$ cat src/rtl/apb_pkg.sv
// Shared APB constants and FSM state encoding for the completer and master_bridge.
package apb_pkg;

    localparam int unsigned APB_ADDR_W = 32;
    localparam int unsigned APB_DATA_W = 32;
    localparam int unsigned WAIT_CNT_W = 4;

    typedef enum logic [1:0] {
        IDLE   = 2'd0,
        WAIT   = 2'd1,
        ACCESS = 2'd2
    } apb_state_e;

endpackage

$ cat src/rtl/apb_slave_regs_if.sv
// APB bus bundle between one requester (bridge) and one completer.
interface apb_slave_regs_if
    import apb_pkg::*;
#(
    parameter int unsigned ADDR_W = APB_ADDR_W,
    parameter int unsigned DATA_W = APB_DATA_W
) ();

    logic              psel;
    logic              penable;
    logic              pwrite;
    logic [ADDR_W-1:0] paddr;
    logic [DATA_W-1:0] pwdata;
    logic              pready;
    logic [DATA_W-1:0] prdata;
    logic              pslverr;

    modport master (
        output psel, penable, pwrite, paddr, pwdata,
        input  pready, prdata, pslverr
    );

    modport slave (
        input  psel, penable, pwrite, paddr, pwdata,
        output pready, prdata, pslverr
    );

endinterface

$ cat src/rtl/apb_wait_ctr.sv
// Loadable down-counter with a registered zero flag, used to pace APB wait states.
module apb_wait_ctr #(
    parameter int unsigned W = 4
) (
    input  logic         clk,
    input  logic         rst,
    input  logic         load_i,
    input  logic [W-1:0] load_val_i,
    input  logic         dec_i,
    output logic         zero_o
);

    logic [W-1:0] cnt_q;
    logic         zero_q;

    // Zero flag is tracked alongside the count so it is available straight from a flop.
    always_ff @(posedge clk) begin
        if (rst) begin
            cnt_q  <= '0;
            zero_q <= 1'b1;
        end else if (load_i) begin
            cnt_q  <= load_val_i;
            zero_q <= (load_val_i == '0);
        end else if (dec_i && !zero_q) begin
            cnt_q  <= cnt_q - W'(1);
            zero_q <= (cnt_q == W'(1));
        end
    end

    assign zero_o = zero_q;

endmodule

$ cat src/rtl/apb_slave_regs.sv
// APB completer with a word-addressed register file and a fixed number of wait states.
module apb_slave_regs
    import apb_pkg::*;
#(
    parameter int unsigned ADDR_W      = APB_ADDR_W,
    parameter int unsigned DATA_W      = APB_DATA_W,
    parameter int unsigned DEPTH       = 16,
    parameter int unsigned WAIT_STATES = 0
) (
    input  logic             pclk,
    input  logic             Reset,
    apb_slave_regs_if.slave  bus
);

    localparam int unsigned IDX_W = $clog2(DEPTH);
    localparam int unsigned CNT_W = WAIT_CNT_W;
    localparam logic [CNT_W-1:0] CNT_LOAD = CNT_W'((WAIT_STATES == 0) ? 0 : WAIT_STATES - 1);

    apb_state_e        state_q;
    logic [IDX_W-1:0]  idx_q;
    logic              write_q;
    logic              err_q;
    logic [DATA_W-1:0] wdata_q;
    logic              pready_q;
    logic              pslverr_q;
    logic [DATA_W-1:0] prdata_q;
    logic [DATA_W-1:0] regs_q [DEPTH];

    logic              setup_c;
    logic [IDX_W-1:0]  in_idx_c;
    logic              in_err_c;
    logic              cnt_load_c;
    logic              cnt_dec_c;
    logic              cnt_zero;

    // Decode of the live bus address; only used on the setup edge.
    assign setup_c    = (state_q == IDLE) && bus.psel && !bus.penable;
    assign in_idx_c   = bus.paddr[IDX_W+1:2];
    assign in_err_c   = (bus.paddr[1:0] != 2'b00) || ((bus.paddr >> (IDX_W + 2)) != '0);
    assign cnt_load_c = setup_c && (WAIT_STATES != 0);
    assign cnt_dec_c  = (state_q == WAIT) && bus.psel;

    apb_wait_ctr #(
        .W (CNT_W)
    ) u_wait_ctr (
        .clk        (pclk),
        .rst        (Reset),
        .load_i     (cnt_load_c),
        .load_val_i (CNT_LOAD),
        .dec_i      (cnt_dec_c),
        .zero_o     (cnt_zero)
    );

    always_ff @(posedge pclk) begin
        if (Reset) begin
            state_q   <= IDLE;
            idx_q     <= '0;
            write_q   <= 1'b0;
            err_q     <= 1'b0;
            wdata_q   <= '0;
            pready_q  <= 1'b0;
            pslverr_q <= 1'b0;
            prdata_q  <= '0;
            for (int i = 0; i < DEPTH; i++) begin
                regs_q[i] <= '0;
            end
        end else begin
            case (state_q)
                IDLE: begin
                    if (setup_c) begin
                        idx_q   <= in_idx_c;
                        write_q <= bus.pwrite;
                        err_q   <= in_err_c;
                        wdata_q <= bus.pwdata;
                        if (WAIT_STATES == 0) begin
                            state_q   <= ACCESS;
                            pready_q  <= 1'b1;
                            pslverr_q <= in_err_c;
                            if (!bus.pwrite) begin
                                prdata_q <= in_err_c ? '0 : regs_q[in_idx_c];
                            end
                        end else begin
                            state_q <= WAIT;
                        end
                    end
                end
                WAIT: begin
                    // Dropping psel mid-wait abandons the transfer silently.
                    if (!bus.psel) begin
                        state_q <= IDLE;
                    end else if (cnt_zero) begin
                        state_q   <= ACCESS;
                        pready_q  <= 1'b1;
                        pslverr_q <= err_q;
                        if (!write_q) begin
                            prdata_q <= err_q ? '0 : regs_q[idx_q];
                        end
                    end
                end
                ACCESS: begin
                    if (bus.psel && bus.penable && pready_q && write_q && !err_q) begin
                        regs_q[idx_q] <= wdata_q;
                    end
                    pready_q  <= 1'b0;
                    pslverr_q <= 1'b0;
                    state_q   <= IDLE;
                end
                default: begin
                    state_q <= IDLE;
                end
            endcase
        end
    end

    assign bus.pready  = pready_q;
    assign bus.pslverr = pslverr_q;
    assign bus.prdata  = prdata_q;

endmodule

$ cat src/flat_wrapper.sv
// flat-port wrapper written by rule: the top's interface ports become plain ports
module apb_slave_regs_flat import apb_pkg::*;
#(
    parameter int unsigned ADDR_W      = APB_ADDR_W,
    parameter int unsigned DATA_W      = APB_DATA_W,
    parameter int unsigned DEPTH       = 16,
    parameter int unsigned WAIT_STATES = 0
)
  (pclk, Reset, bus_psel, bus_penable, bus_pwrite, bus_paddr, bus_pwdata, bus_pready, bus_prdata, bus_pslverr);
  apb_slave_regs_if #(.ADDR_W(ADDR_W), .DATA_W(DATA_W)) bus_i ();
  input  logic pclk;
  input  logic Reset;
  input wire logic [$bits(bus_i.psel)-1:0] bus_psel;
  input wire logic [$bits(bus_i.penable)-1:0] bus_penable;
  input wire logic [$bits(bus_i.pwrite)-1:0] bus_pwrite;
  input wire logic [$bits(bus_i.paddr)-1:0] bus_paddr;
  input wire logic [$bits(bus_i.pwdata)-1:0] bus_pwdata;
  output wire logic [$bits(bus_i.pready)-1:0] bus_pready;
  output wire logic [$bits(bus_i.prdata)-1:0] bus_prdata;
  output wire logic [$bits(bus_i.pslverr)-1:0] bus_pslverr;
  assign bus_i.psel = bus_psel;
  assign bus_i.penable = bus_penable;
  assign bus_i.pwrite = bus_pwrite;
  assign bus_i.paddr = bus_paddr;
  assign bus_i.pwdata = bus_pwdata;
  assign bus_pready = bus_i.pready;
  assign bus_prdata = bus_i.prdata;
  assign bus_pslverr = bus_i.pslverr;
  apb_slave_regs #(.ADDR_W(ADDR_W), .DATA_W(DATA_W), .DEPTH(DEPTH), .WAIT_STATES(WAIT_STATES)) u_core (.pclk(pclk), .Reset(Reset), .bus(bus_i));
endmodule
$ cat config.mk
export PLATFORM = sky130hd
export DESIGN_NAME = apb_slave_regs_flat
export DESIGN_NICKNAME = d
export VERILOG_FILES = /design/src/rtl/apb_pkg.sv /design/src/rtl/apb_slave_regs_if.sv /design/src/rtl/apb_wait_ctr.sv /design/src/rtl/apb_slave_regs.sv /design/src/flat_wrapper.sv
export SDC_FILE = /design/constraint.sdc
export NUM_CORES = 1
export LEC_CHECK = 0
export ABC_CLOCK_PERIOD_IN_PS = 5200
export CAP_MARGIN = 20
export CORE_UTILIZATION = 53
export DETAILED_ROUTE_END_ITERATION = 10
export PLACE_DENSITY = 0.71
export SLEW_MARGIN = 25
export SYNTH_ARGS = -nofsm -noshare
export SYNTH_HDL_FRONTEND = slang
export SYNTH_SLANG_ARGS = --single-unit
$ cat constraint.sdc
create_clock -name pclk -period 5.2 [get_ports pclk]
set_input_delay 1.04 -clock pclk [delete_from_list [all_inputs] [get_ports pclk]]
set_output_delay 1.04 -clock pclk [all_outputs]
set_load 0.01 [all_outputs]
* After elaboration in Yosys (flattened, before gate mapping) *
Memories as Yosys holds them, arrays and structs flattened. A register that Yosys moved wholly into a read port is not among the register bits.
Cells that the tools add are included.

operators by class
  add/subtract/negate cells = 1
  reductions and logical operators = 22
  mux-type cells = 31
  eq/ne operators = 9

operator list
  kind                                                  count
  two-way mux 32 bit                                    8
  one-hot mux 32 bit (2 select lines)                   1
  nonzero test 32 bit                                   1
  OR reduction 32 bit                                   1
  two-way mux 1 bit                                     13
  two-way mux 4 bit                                     3
  logical AND 1 bit                                     8
  != test 2 bit (second input constant)                 4
  two-way mux 2 bit                                     3
  one-hot mux 1 bit (3 select lines)                    2
  AND reduction 6 bit                                   1
  equality test 4 x 1 -> 1 bit (second input constant)  1
  one-hot mux 2 bit (2 select lines)                    1
  AND reduction 2 bit                                   2
  AND reduction 4 bit                                   1
  nonzero test 2 bit                                    2
  subtractor 4 x 1 -> 4 bit (second input constant)     1
  logical NOT 1 bit                                     3
  != test 3 bit (second input constant)                 1
  nonzero test 3 bit                                    1
  equality test 2 x 1 -> 1 bit (second input constant)  1
  equality test 2 bit (second input constant)           1
  logical NOT 2 bit                                     1
  != test 2 x 1 -> 1 bit (second input constant)        1
  logical OR 1 bit                                      1

word-level totals
  bits in registers = 79
  memory bits (writable) = 512
  memories kept = 1
  output and inout port bits = 34
  bits of input ports = 69
  word-level logic and storage cells = 74

memories
  name           depth  bits a word  read ports  clocked after Yosys merged registers in  write ports  line                  text
  u_core.regs_q  16     32           2           1                                        16           apb_slave_regs.sv:27  logic [DATA_W-1:0] regs_q [DEPTH];

* Logic depth before layout (Yosys ltp) *
  depth after elaboration = 10
  depth in mapped cells = 8
  mapped depth without buffers = 4

* Least setup slack after synthesis *
Ideal clock, no wire load.

  path type = input-to-reg
  start point = in Reset
  end point = mem u_core.regs_q[14][0] in the netlist's numbering (enable)
  setup time = 0.391 ns
  arrival = 2.745 ns
  stages on the path = 5
  buffers on the path = 1
  required time = 4.809 ns
  slack = 2.064 ns
  cells stage by stage = and4b_1 > nand3b_2 > buf_2 > nor3_2 > or2_1

RTL lines
  element          line                  text
  start, declared  flat_wrapper.sv:12    input logic Reset;
  end, declared    apb_slave_regs.sv:27

==> flow_summary.ini <==
[cts]
cts_inserted_buffers = 59
root_buffer_cell = sky130_fd_sc_hd__clkbuf_16
h-tree-depth = 2
clk_pin_slew_worst_paths_ps = 60
postCtsHoldBufs = 0
cts_sink_cnt = 584
clock_insertion_delay_worst_skew_ps = 630
clk_path_buf_depth = 3
post_cts.resized_instances = 0
cts_tree = built
postCtsSetupBuffers = 0

[route]
final_wirelength_um = 66500
detailroute.via_count = 15700
ant_nets = 0
wl_per_cell_um = 24.5
detail_route.vias_per_cell = 5.79
firstDrtPassIters = 5
drc = 0
drtIter0Drc = 1411

[global_routing]
grt_start_max_net_pins = 75
gr-usage-all-layers_pct = 26.9
grt_pass1_vias = 15800
grt_overflow = 0
grt_antenna_before_repair = 3
grt_pass1_wl_um = 99200

[power_and_ir_drop]
pwr-share-clk_pct = 41.8
worst_ir_drop_vdd_mv = 0.248
total_power_of_the_final_layout_mw = 10.2
power-per-cell-area_nw_per_um2 = 343
flop_pwr_share_pct = 52.2
switchingPower_mw = 2.26
power.share.combinational_pct = 6.0
internal_power_mw = 7.97
p_leak_nw = 11.2
switching_share_pct = 22.1

[sta]
max-slew-margin-rel_pct = 38.0
worst_slew_pin_slew_ps = 930
min_period_ps = 3540
maxSlewViolCount = 0
max_clock_skew_ps = 22.5
final.period_utilization_pct = 68.2
finalSetupTns_ps = 0
fmaxAchievable_ghz = 0.282
setup_viol = 0
setup_repair_after_global_routing_missed_its_margin = false
postLayoutSetupSlackWorst_ps = 1660
hold_violations = 0

[placed_design]
global_placement_routability_congestion = 0.824
dpl.hpwl_um = 42200
buffer_ports.inserted = 102
post_place_setup_slack_ps = 1060
dpl_cell_area_sq_um = 27900

[logic_synthesis]
synth.yosys.seq_area_share_pct = 64.2
synth_most_common_cell = sky130_fd_sc_hd__and2_1
number_of_warnings_issued_by_yosys = 0
synthDominantCellAreaShare_pct = 58.7
syn-cell-area_sq_um = 26200
syn_inst = 1953
synth_top_cell_by_area = sky130_fd_sc_hd__edfxtp_1
synth_fp_nets = 2022
ys.flop_type = sky130_fd_sc_hd__edfxtp_1
avgSynthCellArea_sq_um = 13.4
yosys_register_bits = 584
synth_top_cells_by_count = sky130_fd_sc_hd__and2_1, sky130_fd_sc_hd__edfxtp_1, sky130_fd_sc_hd__nand2_1, sky130_fd_sc_hd__mux2i_1, sky130_fd_sc_hd__clkbuf_1
synthArstFlopShare_pct = 0
synth_edf_count = 512
synth_cell_type_count = 44
synth_top_cells_by_area = sky130_fd_sc_hd__edfxtp_1, sky130_fd_sc_hd__and2_1, sky130_fd_sc_hd__dfxtp_1

[critical_path]
critPathTopFamily = simple AND/OR/NAND/NOR gates
ws_path_type = input port to flip-flop
critical_path_required_ps = 5440
worstPathCellList = clkdlybuf4s50_1, and4b_1, nand3b_2, nor4_4, buf_4, or2_2
slowest_delay_ps = 730
end_kind = flip-flop
timing.reg2reg.setup_slack_ps = 2280
r2r_start = u_core.write_q$_SDFFE_PP0P_
crit_path_top_delay_cell = sky130_fd_sc_hd__or2_2
critical_path_buf_inv_count = 2
critPathLaunchType = input port
worst_r2r_path_depth = 5
r2r-end = u_core.regs_q[4][30]$_SDFFCE_PN0P_
worstPathMaxFanout = 33
worst_ep_arrival_time_ps = 3780

[run]
cap_viol_max_count = 0

[worst_hold_path]
hold-path-endpoint = u_core.write_q$_SDFFE_PP0P_
hp-class = flip-flop to flip-flop
hold_path_startpoint = u_core.write_q$_SDFFE_PP0P_
hold_depth = 2

[cells_and_area]
antennaDiodeCount = 0
fin_nets = 2063
utilization_pct = 61.1
post-route-cell-area_sq_um = 29800
drive_gt1_share_pct = 11.4
syn_to_final_growth_pct = 13.9

[die]
initial_core_util_pct = 53.6
dieHeight_um = 224
std_cell_rows = 81
dieArea_sq_um = 50300
chipWidth_um = 224
fp.coreArea_sq_um = 48800
io_pins = 103

[status]
run_status = complete, no violations
metal layers:
| metal | GRT usage [%] | vias to the layer above | wire [um] |
|---|---|---|---|
| li1 | - | 7083 | - |
| met1 | 38.8 | 7956 | 28600 |
| met2 | 41.2 | 568 | 30600 |
| met3 | 6.62 | 85 | 6190 |
| met4 | 6.54 | 6 | 1030 |
| met5 | 0 | - | 40 |
placed cells by master, fill, tap and decap left out, types with 2 or more instances in the layout:
cell type / n
sky130_fd_sc_hd__edfxtp_1: 512
sky130_fd_sc_hd__nor2b_1: 2
sky130_fd_sc_hd__mux4_2: 31
sky130_fd_sc_hd__bufinv_16: 6
sky130_fd_sc_hd__o21ai_0: 2
sky130_fd_sc_hd__nand2_1: 167
sky130_fd_sc_hd__mux2_1: 66
sky130_fd_sc_hd__nor3_4: 10
sky130_fd_sc_hd__a21oi_1: 67
sky130_fd_sc_hd__nor4_1: 7
sky130_fd_sc_hd__nand2b_1: 6
sky130_fd_sc_hd__a22o_1: 32
sky130_fd_sc_hd__buf_2: 3
sky130_fd_sc_hd__nor4_4: 3
sky130_fd_sc_hd__mux2_2: 30
sky130_fd_sc_hd__and2_1: 514
sky130_fd_sc_hd__or2_2: 17
sky130_fd_sc_hd__o21ai_1: 30
sky130_fd_sc_hd__o22ai_1: 32
sky130_fd_sc_hd__mux2i_1: 127
sky130_fd_sc_hd__clkbuf_8: 6
sky130_fd_sc_hd__nor2_1: 6
sky130_fd_sc_hd__clkbuf_16: 60
sky130_fd_sc_hd__a32o_1: 30
sky130_fd_sc_hd__buf_12: 5
sky130_fd_sc_hd__a31o_1: 2
sky130_fd_sc_hd__nor3_2: 2
sky130_fd_sc_hd__clkbuf_1: 24
sky130_fd_sc_hd__dfxtp_1: 72
sky130_fd_sc_hd__clkinv_2: 9
sky130_fd_sc_hd__clkinv_1: 5
sky130_fd_sc_hd__clkdlybuf4s50_1: 97
sky130_fd_sc_hd__buf_4: 40
worst register-to-register path, cell delays in order (launching register included):
cell	delay, ps
sky130_fd_sc_hd__dfxtp_1	330
sky130_fd_sc_hd__and4b_1	220
sky130_fd_sc_hd__nand3b_2	500
sky130_fd_sc_hd__nor4_4	400
sky130_fd_sc_hd__buf_4	340
sky130_fd_sc_hd__or2_2	730
logic make-up after synthesis:
logic type | share of synthesized area (%)
multiplexers | 11.6
buffers and inverters | 2.63
flip-flops | 64.2
AND/OR/NAND/NOR | 16.4
AO/OA/AOI/OAI | 5.14
metrics by stage:
stage | cells | hold slack [ps]
floorplan | 1953 | 432
global placement | 2597 | 445
detailed placement | 2597 | 449
CTS | 2709 | 459
global route | 2709 | 481
finish | 2709 | 458
power groups by stage:
| stage | Clock (mW) | Sequential, mW | Combinational, mW |
|---|---|---|---|
| after floorplan | 0 | 5.37 | 0.384 |
| after global placement | 0 | 5.43 | 0.600 |
| after detailed placement | 0 | 5.44 | 0.608 |
| after CTS | 4.32 | 5.34 | 0.610 |
| after global routing | 4.49 | 5.35 | 0.652 |
| final | 4.28 | 5.34 | 0.611 |
worst max-delay path by stage:
| stage | cells past startpoint | to | slack, ps | from |
|---|---|---|---|---|
| floorplan | 5 | u_core.regs_q[14][0]$_SDFFCE_PN0P_ | 2060 | Reset |
| global placement | 6 | u_core.regs_q[4][25]$_SDFFCE_PN0P_ | 1100 | bus_penable |
| detailed placement | 6 | u_core.regs_q[4][25]$_SDFFCE_PN0P_ | 1060 | bus_penable |
| CTS | 6 | u_core.regs_q[4][29]$_SDFFCE_PN0P_ | 1710 | bus_penable |
| global route | 6 | u_core.regs_q[4][30]$_SDFFCE_PN0P_ | 1500 | bus_penable |
| finish | 6 | u_core.regs_q[4][30]$_SDFFCE_PN0P_ | 1660 | bus_penable |
area by class of cell:
type,count,area (sq um)
fill,3758,19000
sequential,584,16800
multi-input combinational,1202,8840
clock buffer,90,1670
timing repair buffer,146,1400
tap,664,831
clock inverter,22,269
inverter,1,3.75
state kept, by name (all words and copies together) (netlist names):
| signal | cells |
|---|---|
| u_core.bus.pready | 1 |
| u_core.bus.prdata | 32 |
| u_core.regs_q | 512 |
| u_core.wdata_q | 32 |
| u_core.err_q | 1 |
| u_core.idx_q | 4 |
| u_core.write_q | 1 |
| u_core.bus.pslverr | 1 |
(Power assumes the default switching activity.)
==> variant (config.mk and constraints unchanged) <==
Change the package constant `APB_DATA_W` from 32 to 16.
--- a/src/rtl/apb_pkg.sv
+++ b/src/rtl/apb_pkg.sv
@@ -2,7 +2,7 @@
 package apb_pkg;
 
     localparam int unsigned APB_ADDR_W = 32;
-    localparam int unsigned APB_DATA_W = 32;
+    localparam int unsigned APB_DATA_W = 16;
     localparam int unsigned WAIT_CNT_W = 4;
 
     typedef enum logic [1:0] {
Ports: changed (resized bus_prdata and bus_pwdata); port bits go from 103 to 71. No check against the original RTL was run, so the function may have changed too.
==> variant against the original RTL <==
- die area decreased by 49%
- area after synthesis decreased by 49%
- sequential power decreased by 49%
- core utilization increased by 1.1 points
- sequential cell count decreased by 288
- total power decreased by 51%
- final area decreased by 49%
- clock power decreased by 53%
- worst setup slack improved by 49 ps
- wire length decreased by 52%
- critical endpoint is now u_core.regs_q[14][8]
- largest cell class unchanged
- largest power group unchanged
- highest routed layer is now met4
==> variant: results (changes against the original RTL) <==
Min path
  – Hold path start: u_core.write_q (unchanged)
  – Hold Path Stages: 2 (unchanged)

CTS
  – CTS buffer count: 31 (was 59)
  – Worst-skew pair later-pin latency: 550 ps (was 630 ps)
  – H-Tree Depth: 1 (was 2)
  – Post_cts resized: 0 (unchanged)
  – Post-CTS Setup Repair Bufs: 0 (unchanged)

Timing
  – Max-slew headroom: 0.3480 (was 0.3798)
  – Endpoints failing setup: 0 (unchanged)
  – Clk_skew: 11.27 ps (was 22.46 ps)

Logic synthesis
  – Synth cell types: 40 (was 44)
  – Syn Nets: 1,056 (was 2,022)
  – Post-synth ARST share: 0 (unchanged)
  – Sequential fraction of the synthesis area: 0.6340 (was 0.6417)
  – Top FF cell, synth: edfxtp_1 (unchanged)
  – Largest cells by area after synthesis: edfxtp_1 57%, and2_1 12%, mux2_2 6.6%, dfxtp_1 6.0%, mux2i_1 2.4% (was edfxtp_1 59%, and2_1 12%, dfxtp_1 5.5%, mux2i_1 4.9%, mux2_1 2.8%)
  – Post-synth EDFFs: 256 (was 512)
  – Commonest cells in the netlist: 257 x and2_1, 256 x edfxtp_1, 79 x mux2_2 (was 514 x and2_1, 512 x edfxtp_1, 167 x nand2_1)

Layout
  – Fillers: 1,883 (was 3,758)
  – Fraction of layout cells with a size suffix above 1: 0.1664 (was 0.1144)
  – Largest register FFs: 256 (was 512)

Placement
  – Placement Setup Slack: 1138 ps (was 1064 ps)
  – Post-DP HPWL: 20.57 mm (was 42.19 mm)
  – Post-DP Area: 0.01432 mm2 (was 0.02790 mm2)
  – Port bufs: 70 (was 102)
  – Routability cong.: 0.8235 (was 0.8239)

Status
  – Status: finished clean (unchanged)

Routing
  – DRT Pass-1 Iters: 5 (unchanged)
  – Wire per inst: 22.84 um (was 24.55 um)
  – Number of vias per cell: 5.813 (was 5.795)
  – Starting DRT DRC Count: 753 (was 1,411)

Worst setup path
  – Worst-case reg-to-reg path depth: 4 (was 5)
  – CP max FO: 17 (was 33)
  – CP arrival: 3690 ps (was 3780 ps)

Global routing
  – Vias in the first global route: 8,144 (was 15.77k)
  – Global Route Usage Sum: 0.2517 (was 0.2693)
  – Initial antenna violation count: 0 (was 3)
  – Largest net degree at the start of global routing: 63 (was 75)
  – First-pass GRT wire length: 48.73 mm (was 99.17 mm)

Power and ir drop
  – Worst IR Drop VDD: 0.2719 mV (was 0.2482 mV)
  – Leak pwr: 5.630 nW (was 11.19 nW)
-- variant: cell types whose count changed after synthesis, moves of 17 or more --
cell and delta:
a221oi_1 +29, mux4_2 -30, edfxtp_1 -256, mux2i_1 -95
o21ai_0 +26, clkbuf_1 -60, mux2_1 -66, buf_2 -17
mux2_2 +49, dfxtp_1 -32, nand2_1 -120, o21ai_1 -28
and2_1 -257, a21oi_1 -31
-- variant: critical path: stages --
cell and delay (ps):
clkdlybuf4s50_1 530, and4b_1 220, nand3b_2 590, nor3_4 770
or2_2 510
-- variant: path summary, 6_finish.rpt --
path	to	slack (ps)
max	u_core.regs_q[14][8]	1700
min	u_core.write_q	470
max reg2reg	u_core.regs_q[14][8]	2390
min reg2reg	u_core.write_q	470
-- variant: metrics by stage --
step,util,total power (W),std cells
floorplan,-,0.002913,1003
global placement,0.5836,0.003055,1337
detailed placement,0.5838,0.003062,1337
CTS,0.6214,0.005049,1394
global route,0.6215,0.005181,1394
finish,0.6215,0.005036,1394
-- variant: area by class of cell --
| type | instances | share of cell area |
|---|---|---|
| Tap cell | 324 | 0.02659 |
| Clock buffer | 40 | 0.05375 |
| Timing Repair Buffer | 87 | 0.05465 |
| Clock inverter | 17 | 0.006647 |
| Multi-Input combinational cell | 628 | 0.3012 |
| Inverter | 2 | 0.0004924 |
| Sequential cell | 296 | 0.5567 |
-- variant: metal layers --
metal | vias to the layer above | GRT usage | wire, um
met5 | - | 0 | 0
met4 | 0 | 0.06261 | 622
met3 | 43 | 0.03099 | 1987
met2 | 254 | 0.4163 | 15420
met1 | 4046 | 0.3544 | 13800
li1 | 3761 | - | -
-- variant: logic make-up (layout without fill, tap and decap cells) --
| group | Yosys count | count (layout) | synth area share |
|---|---|---|---|
| buffers and inverters | 79 | 146 | 0.02420 |
| AND/OR/NAND/NOR | 366 | 366 | 0.1725 |
| multiplexers | 112 | 112 | 0.09205 |
| AO/OA/AOI/OAI | 150 | 150 | 0.07728 |
| flip-flops | 296 | 296 | 0.6340 |
-- variant: where the power goes --
part / switching [W] / internal, W
registers: 0.0000568 / 0.00265
clock network: 0.000874 / 0.00115
logic: 0.000181 / 0.000129
total: 0.00111 / 0.00393
